## src/rtl/mul_seq_pkg.sv

```systemverilog
// Shared types and constants for the sequential shift-and-add multiplier.
package mul_seq_pkg;

    typedef enum logic [1:0] {IDLE, RUN, DONE} mul_state_t;

    localparam int MUL_W    = 32;
    localparam int MUL_ITER = 32;
    localparam int CNT_W    = 6;

endpackage

```

## src/rtl/add.sv

```systemverilog
// 32-bit ripple-carry adder; c[i] is the carry into bit i, c[32] the carry out.
module add
    import mul_seq_pkg::*;
(
    input  logic [MUL_W-1:0] x,
    input  logic [MUL_W-1:0] y,
    input  logic             c_in,
    output logic [MUL_W-1:0] z,
    output logic [MUL_W:0]   c
);

    logic [MUL_W-1:0] sum;
    logic [MUL_W:0]   carry;

    // The ripple is computed in one process so the carry chain is a single combinational net.
    always_comb begin
        sum      = '0;
        carry    = '0;
        carry[0] = c_in;
        for (int i = 0; i < MUL_W; i++) begin
            sum[i]       = x[i] ^ y[i] ^ carry[i];
            carry[i + 1] = (x[i] & y[i]) | (carry[i] & (x[i] ^ y[i]));
        end
    end

    assign z = sum;
    assign c = carry;

endmodule

```

## src/rtl/mul_seq.sv

```systemverilog
// Multi-cycle 32x32->64 unsigned multiplier: one add per clock over 32 iterations,
// valid/ready on both the operand and result sides.
module mul_seq
    import mul_seq_pkg::*;
(
    input  logic                 clk,
    input  logic                 rst_n,
    input  logic                 start_valid,
    output logic                 start_ready,
    input  logic [MUL_W-1:0]     a,
    input  logic [MUL_W-1:0]     b,
    output logic                 res_valid,
    input  logic                 res_ready,
    output logic [2*MUL_W-1:0]   product,
    output logic                 busy
);

    mul_state_t state_reg;
    mul_state_t state_next;

    logic [MUL_W-1:0]   m_reg;
    logic [MUL_W-1:0]   hi_reg;
    logic [MUL_W-1:0]   lo_reg;
    logic [CNT_W-1:0]   cnt;

    logic [MUL_W-1:0]   add_y;
    logic [MUL_W-1:0]   add_z;
    logic [MUL_W:0]     add_c;
    logic [2*MUL_W-1:0] step_next;
    logic               last_iter;
    logic               unused_carries;

    assign add_y = lo_reg[0] ? m_reg : '0;

    add u_add (
        .x    (hi_reg),
        .y    (add_y),
        .c_in (1'b0),
        .z    (add_z),
        .c    (add_c)
    );

    // Only the final carry matters; the internal ripple carries are a by-product.
    assign unused_carries = ^add_c[MUL_W-1:0];

    // Carry-out lands in hi_reg[31]; the multiplier bit just consumed falls off the bottom.
    assign step_next = {add_c[MUL_W], add_z, lo_reg[MUL_W-1:1]};
    assign last_iter = (cnt == CNT_W'(MUL_ITER - 1));

    always_ff @(posedge clk or negedge rst_n) begin
        if (!rst_n) begin
            state_reg <= IDLE;
        end else begin
            state_reg <= state_next;
        end
    end

    always_comb begin
        state_next  = state_reg;
        start_ready = 1'b0;
        res_valid   = 1'b0;
        busy        = 1'b0;
        case (state_reg)
            IDLE: begin
                start_ready = 1'b1;
                if (start_valid) begin
                    state_next = RUN;
                end
            end
            RUN: begin
                busy = 1'b1;
                if (last_iter) begin
                    state_next = DONE;
                end
            end
            DONE: begin
                busy      = 1'b1;
                res_valid = 1'b1;
                if (res_ready) begin
                    state_next = IDLE;
                end
            end
            default: begin
                state_next = IDLE;
            end
        endcase
    end

    always_ff @(posedge clk or negedge rst_n) begin
        if (!rst_n) begin
            m_reg   <= '0;
            hi_reg  <= '0;
            lo_reg  <= '0;
            cnt     <= '0;
            product <= '0;
        end else begin
            case (state_reg)
                IDLE: begin
                    if (start_valid) begin
                        m_reg  <= a;
                        lo_reg <= b;
                        hi_reg <= '0;
                        cnt    <= '0;
                    end
                end
                RUN: begin
                    {hi_reg, lo_reg} <= step_next;
                    cnt              <= cnt + 1'b1;
                    if (last_iter) begin
                        product <= step_next;
                    end
                end
                default: begin
                end
            endcase
        end
    end

endmodule

```

## config.mk

```make
export PLATFORM = sky130hd
export DESIGN_NAME = mul_seq
export DESIGN_NICKNAME = d
export VERILOG_FILES = /design/src/rtl/mul_seq_pkg.sv /design/src/rtl/add.sv /design/src/rtl/mul_seq.sv
export SDC_FILE = /design/constraint.sdc
export NUM_CORES = 1
export LEC_CHECK = 0
export CAP_MARGIN = 20
export CORE_MARGIN = 3
export CORE_UTILIZATION = 55
export CTS_CLUSTER_SIZE = 20
export DETAILED_ROUTE_END_ITERATION = 10
export PLACE_DENSITY = 0.83
export SYNTH_ARGS = -nofsm -noshare
export SYNTH_HDL_FRONTEND = slang
export SYNTH_SLANG_ARGS = --single-unit
```

## constraint.sdc

```tcl
create_clock -name clk -period 41.1 [get_ports clk]
set_input_delay 10.275 -clock clk [delete_from_list [all_inputs] [get_ports clk]]
set_output_delay 10.275 -clock clk [all_outputs]
set_load 0.01 [all_outputs]
```

# Yosys cells after proc, flatten, opt, wreduce, memory -nomap -nowiden

Index checks and enable logic that the tools add are counted.

Bits in registers: 168
Bits of input ports: 68

Add/subtract/negate cells: 1
Equality and inequality tests: 6
Muxes and demuxes: 14
Bitwise gates (word level): 157
Reductions and logical operators: 7

Operators with widths:

| operator                                                               | count |
|---|---|
| 32-bit case mux with 2 select lines                                    | 2 |
| 32-bit two-way mux                                                     | 3 |
| 1-bit AND                                                              | 63 |
| 1-bit bitwise XOR                                                      | 63 |
| 1-bit OR                                                               | 31 |
| 6-bit case mux with 2 select lines                                     | 1 |
| 6-bit by 1-bit adder with 6-bit output (second input constant)         | 1 |
| 6-bit by 5-bit equality test with 1-bit output (second input constant) | 1 |
| 2-bit two-way mux                                                      | 3 |
| 6-bit two-way mux                                                      | 1 |
| 2-bit inequality test (second input constant)                          | 3 |
| 2-bit case mux with 3 select lines                                     | 1 |
| 2-bit AND reduction                                                    | 3 |
| 1-bit two-way mux                                                      | 3 |
| 3-bit AND reduction                                                    | 1 |
| 2-bit by 1-bit equality test with 1-bit output (second input constant) | 1 |
| 2-bit equality test (second input constant)                            | 1 |
| 2-bit logical NOT                                                      | 1 |
| 2-bit nonzero test                                                     | 1 |
| 2-bit OR reduction                                                     | 1 |

# Logic depth before layout (Yosys ltp)

Gate-level depths: netlist of the first run.

Depth in word-level cells: 65
Gate-level depth with buffers: 41
Gate-level depth less buffers: 41

# By module

Synthesis of the first run repeated with hierarchy kept, for this count alone.

Cells, all modules: 527
Area, all modules: 7738.7 µm²

By module, submodules not included:

| module  | times used | cells each | area an instance (µm²) |
|---|---|---|---|
| mul_seq | 1          | 494        | 7090.6 |
| add     | 1          | 33         | 648.1 |

# Worst setup path before layout of the first run

OpenSTA, ideal clock, no wires.

Kind: reg-to-reg
Start: reg lo_reg[0]
End: reg hi_reg[30]
Library setup time: 0.130 ns
Data arrival time: 12.932 ns
Setup slack: 28.038 ns
Stages on the path, launching flop included: 41
Path buffers: 1
Cells stage by stage: dfrtp_1 clkbuf_1 nand2_1 fa_1 fa_1 fa_1 fa_1 fa_1 fa_1 fa_1 fa_1 fa_1 fa_1 fa_1 fa_1 fa_1 fa_1 fa_1 (+5 left out) fa_1 fa_1 inv_1 fa_1 inv_1 fa_1 fa_1 inv_1 fa_1 inv_1 fa_1 inv_1 fa_1 inv_1 fa_1 fa_1 fa_1 o21ai_0

Longest elaborated chain between the ends: 64

RTL lines:

| item                                                  | RTL line       | RTL |
|---|---|---|
| from (decl)                                           | mul_seq.sv:23  | `logic [MUL_W-1:0] lo_reg;` |
| from (signal assigned)                                | mul_seq.sv:107 | `{hi_reg, lo_reg} <= step_next;` |
| 32-bit two-way mux *                                  | mul_seq.sv:33  | `assign add_y = lo_reg[0] ? m_reg : '0;` |
| 1-bit AND / 1-bit bitwise XOR (equally long branches) | add.sv:22      | `carry[i + 1] = (x[i] & y[i]) \| (carry[i] & (x[i] ^ y[i]));` |
| 1-bit AND                                             | add.sv:22      |  |
| 1-bit OR                                              | add.sv:22      |  |
| 1-bit AND                                             | add.sv:22      |  |
| 1-bit OR                                              | add.sv:22      |  |
| 1-bit AND                                             | add.sv:22      |  |
| 1-bit OR                                              | add.sv:22      |  |
| (+48 left out)                                        | --             |  |
| 1-bit AND                                             | add.sv:22      |  |
| 1-bit OR                                              | add.sv:22      |  |
| 1-bit AND                                             | add.sv:22      |  |
| 1-bit OR                                              | add.sv:22      |  |
| 1-bit AND                                             | add.sv:22      |  |
| 1-bit OR                                              | add.sv:22      |  |
| 1-bit bitwise XOR *                                   | add.sv:21      | `sum[i] = x[i] ^ y[i] ^ carry[i];` |
| 32-bit case mux with 2 select lines *                 | mul_seq.sv:97  | `case (state_reg)` |
| to (signal assigned)                                  | mul_seq.sv:107 |  |
| to (decl)                                             | mul_seq.sv:22  | `logic [MUL_W-1:0] hi_reg;` |

Mark *: on every way between the ends. The rest lies on a longest branch, timed or not.
A chain may end at the register's enable or synchronous reset.

# Worst setup path after layout of the first run

Start: reg lo_reg[0]
End: reg hi_reg[31]

Longest elaborated chain between the ends: 65

RTL lines:

| item                                                  | RTL line |
|---|---|
| 32-bit two-way mux *                                  | mul_seq.sv:33 |
| 1-bit AND / 1-bit bitwise XOR (equally long branches) | add.sv:22 |
| 1-bit AND                                             | add.sv:22 |
| 1-bit OR                                              | add.sv:22 |
| 1-bit AND                                             | add.sv:22 |
| 1-bit OR                                              | add.sv:22 |
| 1-bit AND                                             | add.sv:22 |
| 1-bit OR                                              | add.sv:22 |
| (+49 left out)                                        | -- |
| 1-bit OR                                              | add.sv:22 |
| 1-bit AND                                             | add.sv:22 |
| 1-bit OR                                              | add.sv:22 |
| 1-bit AND                                             | add.sv:22 |
| 1-bit OR                                              | add.sv:22 |
| 1-bit AND                                             | add.sv:22 |
| 1-bit OR *                                            | add.sv:22 |
| 32-bit case mux with 2 select lines *                 | mul_seq.sv:97 |

Marks and branches as above.

==> results of run 1 <==
==> power by group <==
| group | internal (mW) | switching [mW] |
|---|---|---|
| sequential | 0.213 | 0.0292 |
| combinational | 0.0838 | 0.108 |
| clock | 0.114 | 0.0624 |
==> metal layers <==
layer	track usage, %	vias up	wire length (µm)
met5	0	-	0
met4	8.58	0	320
met3	5.35	27	856
met2	35.8	146	7990
met1	29.9	2475	6950
li1	-	2286	-
==> critical path: cells and delay by family, from the launching register on <==
family	cells	cell delay [ps]
DFF	1	320
buffers and inverters	8	790
and+or+nand+nor	1	190
AOI/OAI and AO/OA	1	250
adders and majority gates	32	12270
==> worst paths after layout <==
path,from,end,slack [ps]
max,lo_reg[0],hi_reg[31],27180
min,hi_reg[4],hi_reg[4],480
max reg2reg,lo_reg[0],hi_reg[31],27180
min reg2reg,hi_reg[4],hi_reg[4],480
max in group asynchronous,rst_n,cnt[4],30060
min in group asynchronous,rst_n,product[5],9910
==> cell families after synthesis <==
logic type,after synthesis,synth area share [%]
AOI/OAI and AO/OA,74,5.20
xor gates and xnor gates,1,0.116
adders and majority gates,36,9.03
buffers and inverters,99,5.48
DFF,168,55.6
muxes,131,18.5
and+or+nand+nor,111,6.12
==> per-stage QoR <==
step	utilization (%)	hold WS [ps]	setup slack (ps)	total power, mW
after floorplan	-	450	28040	0.373
after global placement	67.7	462	27490	0.420
after detailed placement	67.7	471	27260	0.434
after CTS	72.6	491	27070	0.615
after global routing	72.8	515	26580	0.651
final	72.8	484	27180	0.610
==> placed cells by master (no fill, tap or decap), types with 2 or more instances in the layout <==
master	Yosys	routed
inv_1	68	68
mux2_2	66	66
clkbuf_8	0	4
nor2_1	3	3
a22o_1	5	5
buf_4	2	7
a21oi_1	3	3
mux2_1	2	2
bufinv_16	0	5
dfrtp_1	168	168
clkbuf_1	17	2
clkinvlp_4	0	2
mux2i_1	63	62
and2_1	5	5
fa_1	31	31
o21ai_0	65	65
nand3_1	2	2
clkdlybuf4s50_1	0	133
clkbuf_16	0	17
ha_1	5	4
nand2_1	95	95
==> cells in the mapped netlist (2+ instances only) <==
library cell  count  area share [%]
dfrtp_1         168              56
buf_1             4            0.20
nand2_1          95             4.7
a22o_1            5            0.58
mux2_1            2            0.30
clkbuf_1         17            0.84
and2_1            5            0.41
a21oi_1           3            0.20
buf_4             2            0.20
fa_1             31             8.2
o21ai_0          65             4.3
inv_1            68             3.4
ha_1              5            0.83
buf_6             4            0.60
nand3_1           2            0.13
mux2i_1          63             8.3
nor2_1            3            0.15
mux2_2           66             9.8
buf_2             4            0.26
==> cell type report <==
class / instances / area [µm²]
clock buffer: 23 / 488
sequential: 168 / 4200
tap: 176 / 220
clock inverter: 7 / 165
fill: 923 / 3630
timing repair buffer: 142 / 1420
multi-input combinational: 353 / 2960
inverter: 68 / 255
==> reports/metrics.cfg, run 1 <==
[worst_hold_path]
worstHoldPathType=reg2reg
timing.hold.worst_path_depth=2

[synth]
yosysWarningCount=0
synthDistinctLibCells=27
yosys_most_used_dff=dfrtp_1
syn_inst=620
post_synth_edffs=0
yosys_register_bits=168
syn_area_um2=7560
share_of_synthesized_area_occupied_by_flip_flops_and_latches_pct=55.6
asr_flop_ratio_synth_pct=100
synthesis.nets=724
synthesis.area_per_instance_um2=12.2

[finish]
synthToLayoutAreaGrowth_pct=28.5
finish.cell_count_without_fillers=937
num_antenna_cells=0
largest_register_ffs=64
max_flop_register=product
layout.nets=854
drive_above_1_share_pct=13.9
fin_area_um2=9710

[global_route]
vias_in_the_first_global_route=5359
overflow_left_after_global_routing=0
first_pass_grt_wire_length_mm=26.0
antenna_found_initial=0
track_usage_pct=22.4
grt_start_max_net_pins=86

[power]
pd_cells_nw_per_um2=62.8
ir_worst_vdd_mv=0.0376
leakage_nw=4.23

[clock_tree]
cts_resized=0
tritoncts=yes
cts_buffers=17
clkTransAtPathRegs_ps=60
clock-sinks=168
cts_hold_buf=0
postCtsSetupBuffers=0
clock_tree.buffer_depth=2
h-tree-depth=4
clkLatencyLatePin_ps=420
clockRootBuffer=clkbuf_16

[worst_setup_path]
critical_path.endpoint_type=flop
crit_fanout=33
timing.critical_path.slowest_cell_delay_ps=460
worstRegToRegCells=42
worstSetupPathType=reg2reg
worst_ep_arrival_time_ps=14230
worstSetupStartpointType=flop
crit_path_top_delay_cell=fa_1
worst_ep_required_time_ps=41410
critical-path-top-cell-by-count=fa_1

[route]
drt_pass1_iterations=6
drt_iter0_markers=412
drc=0
routed_via_density=5.27
via_count=4934
routed_wirelength_mm=16.1
routed_wire_length_per_instance_um=17.2
route.antenna.remaining_nets=0

[place]
global_placer_s_final_weighted_congestion=0.784
placed_cells=906
placed_area_um2=9030
io_buffer_count=134
dp_hpwl_mm=10.4

[timing]
report.final.hold_viol_count=0
fmaxAchievable_mhz=71.8
timing.slew.headroom_pct=39.5
setup_viol=0
grt_setup_unrepaired=false
tightestPinTransition_ps=905
final.setup_skew_ps=12.9
min_period_over_period_pct=33.9
setup_total_negative_slack_ps=0
finalCriticalPeriod_ps=13920
fin_max_slew_vios=0

[outcome]
run_status=completed

[die]
core-area_um2=13300
die-area_um2=15200
starting_density_of_the_core_pct=56.7
die_w_um=123
rows=42
ios=135
die_height_um=123

[job]
cap_violations=0

(Power assumes the default switching activity.)
==> run 2, diff against run 1 <==
--- a/config.mk
+++ b/config.mk
@@ -7,10 +7,10 @@
 export LEC_CHECK = 0
 export CAP_MARGIN = 20
 export CORE_MARGIN = 3
-export CORE_UTILIZATION = 55
+export CORE_UTILIZATION = 53
 export CTS_CLUSTER_SIZE = 20
 export DETAILED_ROUTE_END_ITERATION = 10
-export PLACE_DENSITY = 0.83
+export PLACE_DENSITY = 0.8
 export SYNTH_ARGS = -nofsm -noshare
 export SYNTH_HDL_FRONTEND = slang
 export SYNTH_SLANG_ARGS = --single-unit
==> constraint.sdc (replaced) <==
create_clock -name clk -period 14.3 [get_ports clk]
set_input_delay 3.575 -clock clk [delete_from_list [all_inputs] [get_ports clk]]
set_output_delay 3.575 -clock clk [all_outputs]
set_load 0.01 [all_outputs]
==> reports/metrics.cfg, run 2 (synthesis gave the netlist of run 1 again) <==
[global_route]
overflow_left_after_global_routing=0  ; unchanged
track_usage_pct=21.3  ; -1.1 points
first_pass_grt_wire_length_mm=26.8  ; +3.0%
grt_start_max_net_pins=87  ; +1.2%
antenna_found_initial=0  ; unchanged
vias_in_the_first_global_route=5443  ; +1.6%

[timing]
report.final.hold_viol_count=0  ; unchanged
tightestPinTransition_ps=899  ; -6.17 ps
timing.slew.headroom_pct=39.9  ; +0.41 points
min_period_over_period_pct=96.1  ; +62 points
fmaxAchievable_mhz=72.7  ; +1.3%
finalCriticalPeriod_ps=13750  ; -175 ps
grt_setup_unrepaired=false
setup_total_negative_slack_ps=0  ; unchanged
finalHoldWorstSlack_ps=487  ; +3.28 ps
fin_max_slew_vios=0  ; unchanged
setup_viol=0  ; unchanged
final.setup_skew_ps=9.25  ; -3.66 ps

[die]
core-area_um2=13900  ; +4.4%
die-area_um2=15700  ; +3.6%
die_height_um=125  ; +1.8%
rows=43  ; +2.4%
ios=135  ; unchanged
starting_density_of_the_core_pct=54.3  ; -2.4 points
die_w_um=125  ; +1.8%

[route]
drt_iter0_markers=242  ; -41%
drc=0  ; unchanged
routed_wirelength_mm=15.9  ; -1.2%
routed_wire_length_per_instance_um=16.9  ; -1.7%
routed_via_density=5.27  ; about the same
via_count=4965  ; +0.63%
drt_pass1_iterations=5  ; -1
route.antenna.remaining_nets=0  ; unchanged

[clock_tree]
clkTransAtPathRegs_ps=60  ; about the same
cts_hold_buf=0  ; unchanged
h-tree-depth=4  ; unchanged
clockRootBuffer=clkbuf_16
clock_tree.buffer_depth=2  ; unchanged
cts_buffers=17  ; unchanged
tritoncts=yes
clock-sinks=168  ; unchanged
clkLatencyLatePin_ps=420  ; about the same

[place]
dp_hpwl_mm=10.5  ; +0.69%
global_placer_s_final_weighted_congestion=0.792  ; +1.1%
io_buffer_count=134  ; unchanged

[worst_setup_path]
setup.worst_path.start=lo_reg[0]
critical_path.endpoint_type=flop
critical-path-top-cell-by-count=fa_1
worstReg2RegStart=lo_reg[0]
worstSetupPathType=reg2reg
timing.reg2reg.setup_slack_ps=550  ; -26630 ps
worst_ep_required_time_ps=14560  ; -26850 ps
crit_fanout=32  ; -3.0%
worstSetupStartpointType=flop
timing.critical_path.slowest_cell_delay_ps=510  ; +50 ps
crit_path_top_delay_cell=fa_1
worst_ep_arrival_time_ps=14010  ; -220 ps

[power]
clock_power_share_pct=26.7  ; -2.2 points
combinationalPowerShare_pct=32.8  ; +1.4 points
pd_cells_nw_per_um2=177  ; +180%
p_seq_share_pct=40.4  ; +0.7 points
sw_frac_of_total_pct=33.3  ; +0.61 points
ir_worst_vdd_mv=0.0922  ; +150%
power.switching_mw=0.572  ; +190%
leakage_nw=4.23  ; about the same
cell_internal_pwr_mw=1.14  ; +180%

[finish]
max_flop_register=product
mostFrequentLayoutCell=dfrtp_1
layout.nets=854  ; unchanged
largest_register_ffs=64  ; unchanged
drive_above_1_share_pct=14.2  ; +0.24 points
synthToLayoutAreaGrowth_pct=28.1
num_antenna_cells=0  ; unchanged
final_cell_mix=dfrtp_1, clkdlybuf4s50_1, nand2_1, inv_1, mux2_2

[outcome]
run_status=completed

[job]
cap_violations=0  ; unchanged

[worst_hold_path]
worstHoldPathType=reg2reg
holdCritStartpoint=hi_reg[3]

==> run 2: changes by cell type in the layout (fill, tap and decap cells not counted), sizes merged <==
cell	previous run	this run
clkbuf	23	21
clkinv	0	7
clkinvlp	2	0
bufinv	5	3
==> run 2: layer usage <==
layer  share of wire (%)  track usage [%]  wire length (µm)  vias to the layer above
li1                    -                -                 -                     2294
met1                  43             27.9              6820                     2505
met2                  50             34.8              7950                      137
met3                 5.4             5.72               854                       29
met4                 1.9             6.82               305                        0
met5                   0                0                 0                        -
==> run 2: area by class of cell <==
class,instances,area (µm²)
fillers,982,4250
flip-flops and latches,168,4200
multi-input cells,353,2960
repair buffers,142,1450
clock buffers,21,470
inverters,68,255
well taps,180,225
clock inverters,10,125
==> run 2: path summary, 6_finish.rpt <==
| kind | end | depth (start not counted) |
|---|---|---|
| worst max-delay path | hi_reg[30] | 40 |
| max in group asynchronous | m_reg[7] | 3 |
| worst min register to register | hi_reg[3] | 2 |
| worst min-delay path | hi_reg[3] | 2 |
| min in group asynchronous | lo_reg[6] | 1 |
| worst max register to register | hi_reg[30] | 40 |
==> run 2: power groups by stage <==
| stage | registers, mW | logic [mW] | clock network (mW) |
|---|---|---|---|
| 2_1_floorplan | 0.676 | 0.395 | 0 |
| 3_3_place_gp | 0.692 | 0.515 | 0 |
| 3_5_place_dp | 0.700 | 0.554 | 0 |
| 4_1_cts | 0.693 | 0.571 | 0.469 |
| 5_1_grt | 0.710 | 0.637 | 0.488 |
| 6_report | 0.694 | 0.563 | 0.459 |
==> run 2: stage by stage <==
stage | utilization, % | setup WS, ps | instance area [µm²] | power (mW) | cells
global placement | 64.8 | 842 | 9030 | 1.21 | 909
floorplan | - | 1240 | 7560 | 1.07 | 620
detailed placement | 65.0 | 577 | 9060 | 1.25 | 910
global route | 69.5 | 53.7 | 9690 | 1.83 | 942
CTS | 69.3 | 343 | 9650 | 1.73 | 941
finish | 69.5 | 551 | 9690 | 1.72 | 942
==> run 2: worst max-delay path, delay by kind of cell, from the launching register on <==
family                     cells  cell delay [ps]
adders and majority gates     31            12330
buffers and inverters          7              670
DFF                            1              350
and+or+nand+nor                1              110
AOI/OAI and AO/OA              1               90
==> run 2: timing repair <==
item                                    in CTS  in global routing
buffers inserted                             0                  0
endpoints found under the setup margin       0                  1
gates resized for setup                      0                  1
==> run 3, diff against run 2 <==
--- a/config.mk
+++ b/config.mk
@@ -5,12 +5,14 @@
 export SDC_FILE = /design/constraint.sdc
 export NUM_CORES = 1
 export LEC_CHECK = 0
-export CAP_MARGIN = 20
+export CAP_MARGIN = 5
+export CORE_ASPECT_RATIO = 1.1
 export CORE_MARGIN = 3
 export CORE_UTILIZATION = 53
 export CTS_CLUSTER_SIZE = 20
 export DETAILED_ROUTE_END_ITERATION = 10
 export PLACE_DENSITY = 0.8
+export SLEW_MARGIN = 20
 export SYNTH_ARGS = -nofsm -noshare
 export SYNTH_HDL_FRONTEND = slang
 export SYNTH_SLANG_ARGS = --single-unit
==> reports/metrics.cfg, run 3 (synthesis gave the netlist of run 1 again) <==
[die]
die-area_um2=15700  ; about the same
starting_density_of_the_core_pct=54.4  ; +0.11 points
ios=135  ; unchanged
core-area_um2=13900  ; -0.20%
die_height_um=131  ; +4.6%
rows=45  ; +4.7%
die_w_um=120  ; -4.4%

[global_route]
vias_in_the_first_global_route=5442  ; -0.018%
grt_start_max_net_pins=87  ; unchanged
first_pass_grt_wire_length_mm=27.1  ; +0.98%
antenna_found_initial=0  ; unchanged
overflow_left_after_global_routing=0  ; unchanged
track_usage_pct=21.6  ; +0.29 points

[route]
drt_pass1_iterations=4  ; -1
via_count=4929  ; -0.73%
drc=0  ; unchanged
routed_via_density=5.19  ; -1.6%
drt_iter0_markers=317  ; +31%
route.antenna.remaining_nets=0  ; unchanged
routed_wire_length_per_instance_um=16.5  ; -2.5%
routed_wirelength_mm=15.7  ; -1.7%

[finish]
num_antenna_cells=0  ; unchanged
largest_register_ffs=64  ; unchanged
synthToLayoutAreaGrowth_pct=28.0  ; about the same
mostFrequentLayoutCell=dfrtp_1
drive_above_1_share_pct=14.2  ; unchanged
layout.nets=853  ; -0.12%
max_flop_register=product
final_cell_mix=dfrtp_1, clkdlybuf4s50_1, nand2_1, inv_1, mux2_2
finish.cell_count_without_fillers=950  ; +0.85%

[clock_tree]
clock_tree.buffer_depth=2  ; unchanged
clkLatencyLatePin_ps=410  ; about the same
tritoncts=yes
cts_hold_buf=0  ; unchanged
clockRootBuffer=clkbuf_16
clkTransAtPathRegs_ps=60  ; about the same
h-tree-depth=4  ; unchanged
clock-sinks=168  ; unchanged
cts_buffers=17  ; unchanged

[worst_setup_path]
critical-path-top-cell-by-count=fa_1
critical_path.endpoint_type=flop
worst_r2r_endpoint=hi_reg[30]
crit_fanout=32  ; unchanged
worstRegToRegCells=40  ; unchanged
worstReg2RegStart=lo_reg[0]
worst_ep_required_time_ps=14550  ; about the same
timing.critical_path.slowest_cell_delay_ps=520  ; about the same
crit_path_top_delay_cell=fa_1
worstSetupStartpointType=flop
worstSetupPathType=reg2reg
worst_ep_arrival_time_ps=13870  ; -140 ps
timing.reg2reg.setup_slack_ps=680  ; +130 ps

[place]
dp_hpwl_mm=10.5  ; +0.47%
global_placer_s_final_weighted_congestion=0.761  ; -3.9%
io_buffer_count=134  ; unchanged
placed_cells=918  ; +0.88%

[timing]
fmaxAchievable_mhz=73.4  ; +0.93%
fin_max_slew_vios=0  ; unchanged
final.setup_skew_ps=5.56  ; -3.69 ps
grt_setup_unrepaired=false
finalCriticalPeriod_ps=13620  ; -127 ps
setup_total_negative_slack_ps=0  ; unchanged
setup_viol=0  ; unchanged
tightestPinTransition_ps=909  ; +10.5 ps
min_period_over_period_pct=95.3  ; -0.89 points
timing.slew.headroom_pct=39.2  ; -0.70 points
report.final.hold_viol_count=0  ; unchanged

[power]
p_seq_share_pct=40.4  ; about the same
pd_cells_nw_per_um2=177  ; about the same
leakage_nw=4.21  ; -0.45%
clock_power_share_pct=27.7  ; +1.0 points
ir_worst_vdd_mv=0.0951  ; +3.1%
combinationalPowerShare_pct=31.8  ; -1.0 points
power.switching_mw=0.569  ; -0.43%
cell_internal_pwr_mw=1.15  ; +0.15%
sw_frac_of_total_pct=33.2  ; -0.13 points

[worst_hold_path]
worstHoldPathType=reg2reg
hold-path-endpoint=hi_reg[1]
timing.hold.worst_path_depth=2  ; unchanged
holdCritStartpoint=hi_reg[1]

[outcome]
run_status=completed

[job]
cap_violations=0  ; unchanged

-- run 3: cell types whose count changed in the layout (fill, tap and decap cells not counted), sizes merged --
cell and delta:
buf -1, clkinvlp +2, clkbuf -2, bufinv +1
-- run 3: critical path, delay by kind of cell (launching register included) --
family          cells  cell delay [ps]
compound gates      1              100
flops               1              360
buf+inv             7              630
simple gates        1              140
fa+ha+maj          31            12230
-- run 3: what timing repair did --
item,CTS,global route
resized for setup,0,1
endpoints found under the setup margin,0,1
buffers inserted,0,0
-- run 3: worst max-delay path by stage --
| stage | from | endpoint | slack [ps] | depth (start not counted) |
|---|---|---|---|---|
| global placement | lo_reg[0] | hi_reg[30] | 830 | 40 |
| floorplan | lo_reg[0] | hi_reg[30] | 1240 | 40 |
| global route | lo_reg[0] | hi_reg[30] | 60 | 40 |
| finish | lo_reg[0] | hi_reg[30] | 680 | 40 |
| CTS | lo_reg[0] | hi_reg[30] | 500 | 40 |
| detailed placement | lo_reg[0] | hi_reg[30] | 620 | 40 |
-- run 3: per-stage QoR --
step	worst slack, ps	hold WS (ps)	power [mW]	instance area [µm²]	utilization [%]
3_5_place_dp	625	474	1.25	9050	65.1
3_3_place_gp	827	461	1.21	9050	65.1
6_report	678	483	1.72	9680	69.6
2_1_floorplan	1240	450	1.07	7560	-
4_1_cts	498	489	1.74	9670	69.5
5_1_grt	61.3	516	1.85	9680	69.6
-- run 3: area by class of cell --
cell class	count	area [µm²]
well taps	188	235
clock inverters	13	178
fillers	1022	4230
multi-input cells	353	2960
flip-flops and latches	168	4200
clock buffers	19	443
inverters	68	255
repair buffers	141	1400
-- run 3: power groups by stage --
stage / Clock [mW] / Combinational (mW) / Sequential [mW]
floorplan: 0 / 0.395 / 0.676
global placement: 0 / 0.519 / 0.691
detailed placement: 0 / 0.551 / 0.700
CTS: 0.486 / 0.557 / 0.694
global route: 0.506 / 0.632 / 0.711
finish: 0.475 / 0.546 / 0.694
-- run 3: routing by layer --
layer / GRT usage, % / part of all wire, % / wire [µm]
met5: 0 / 0 / 0
met4: 6.62 / 1.2 / 193
met3: 5.04 / 5.0 / 784
met2: 36.3 / 52 / 8100
met1: 27.8 / 42 / 6580
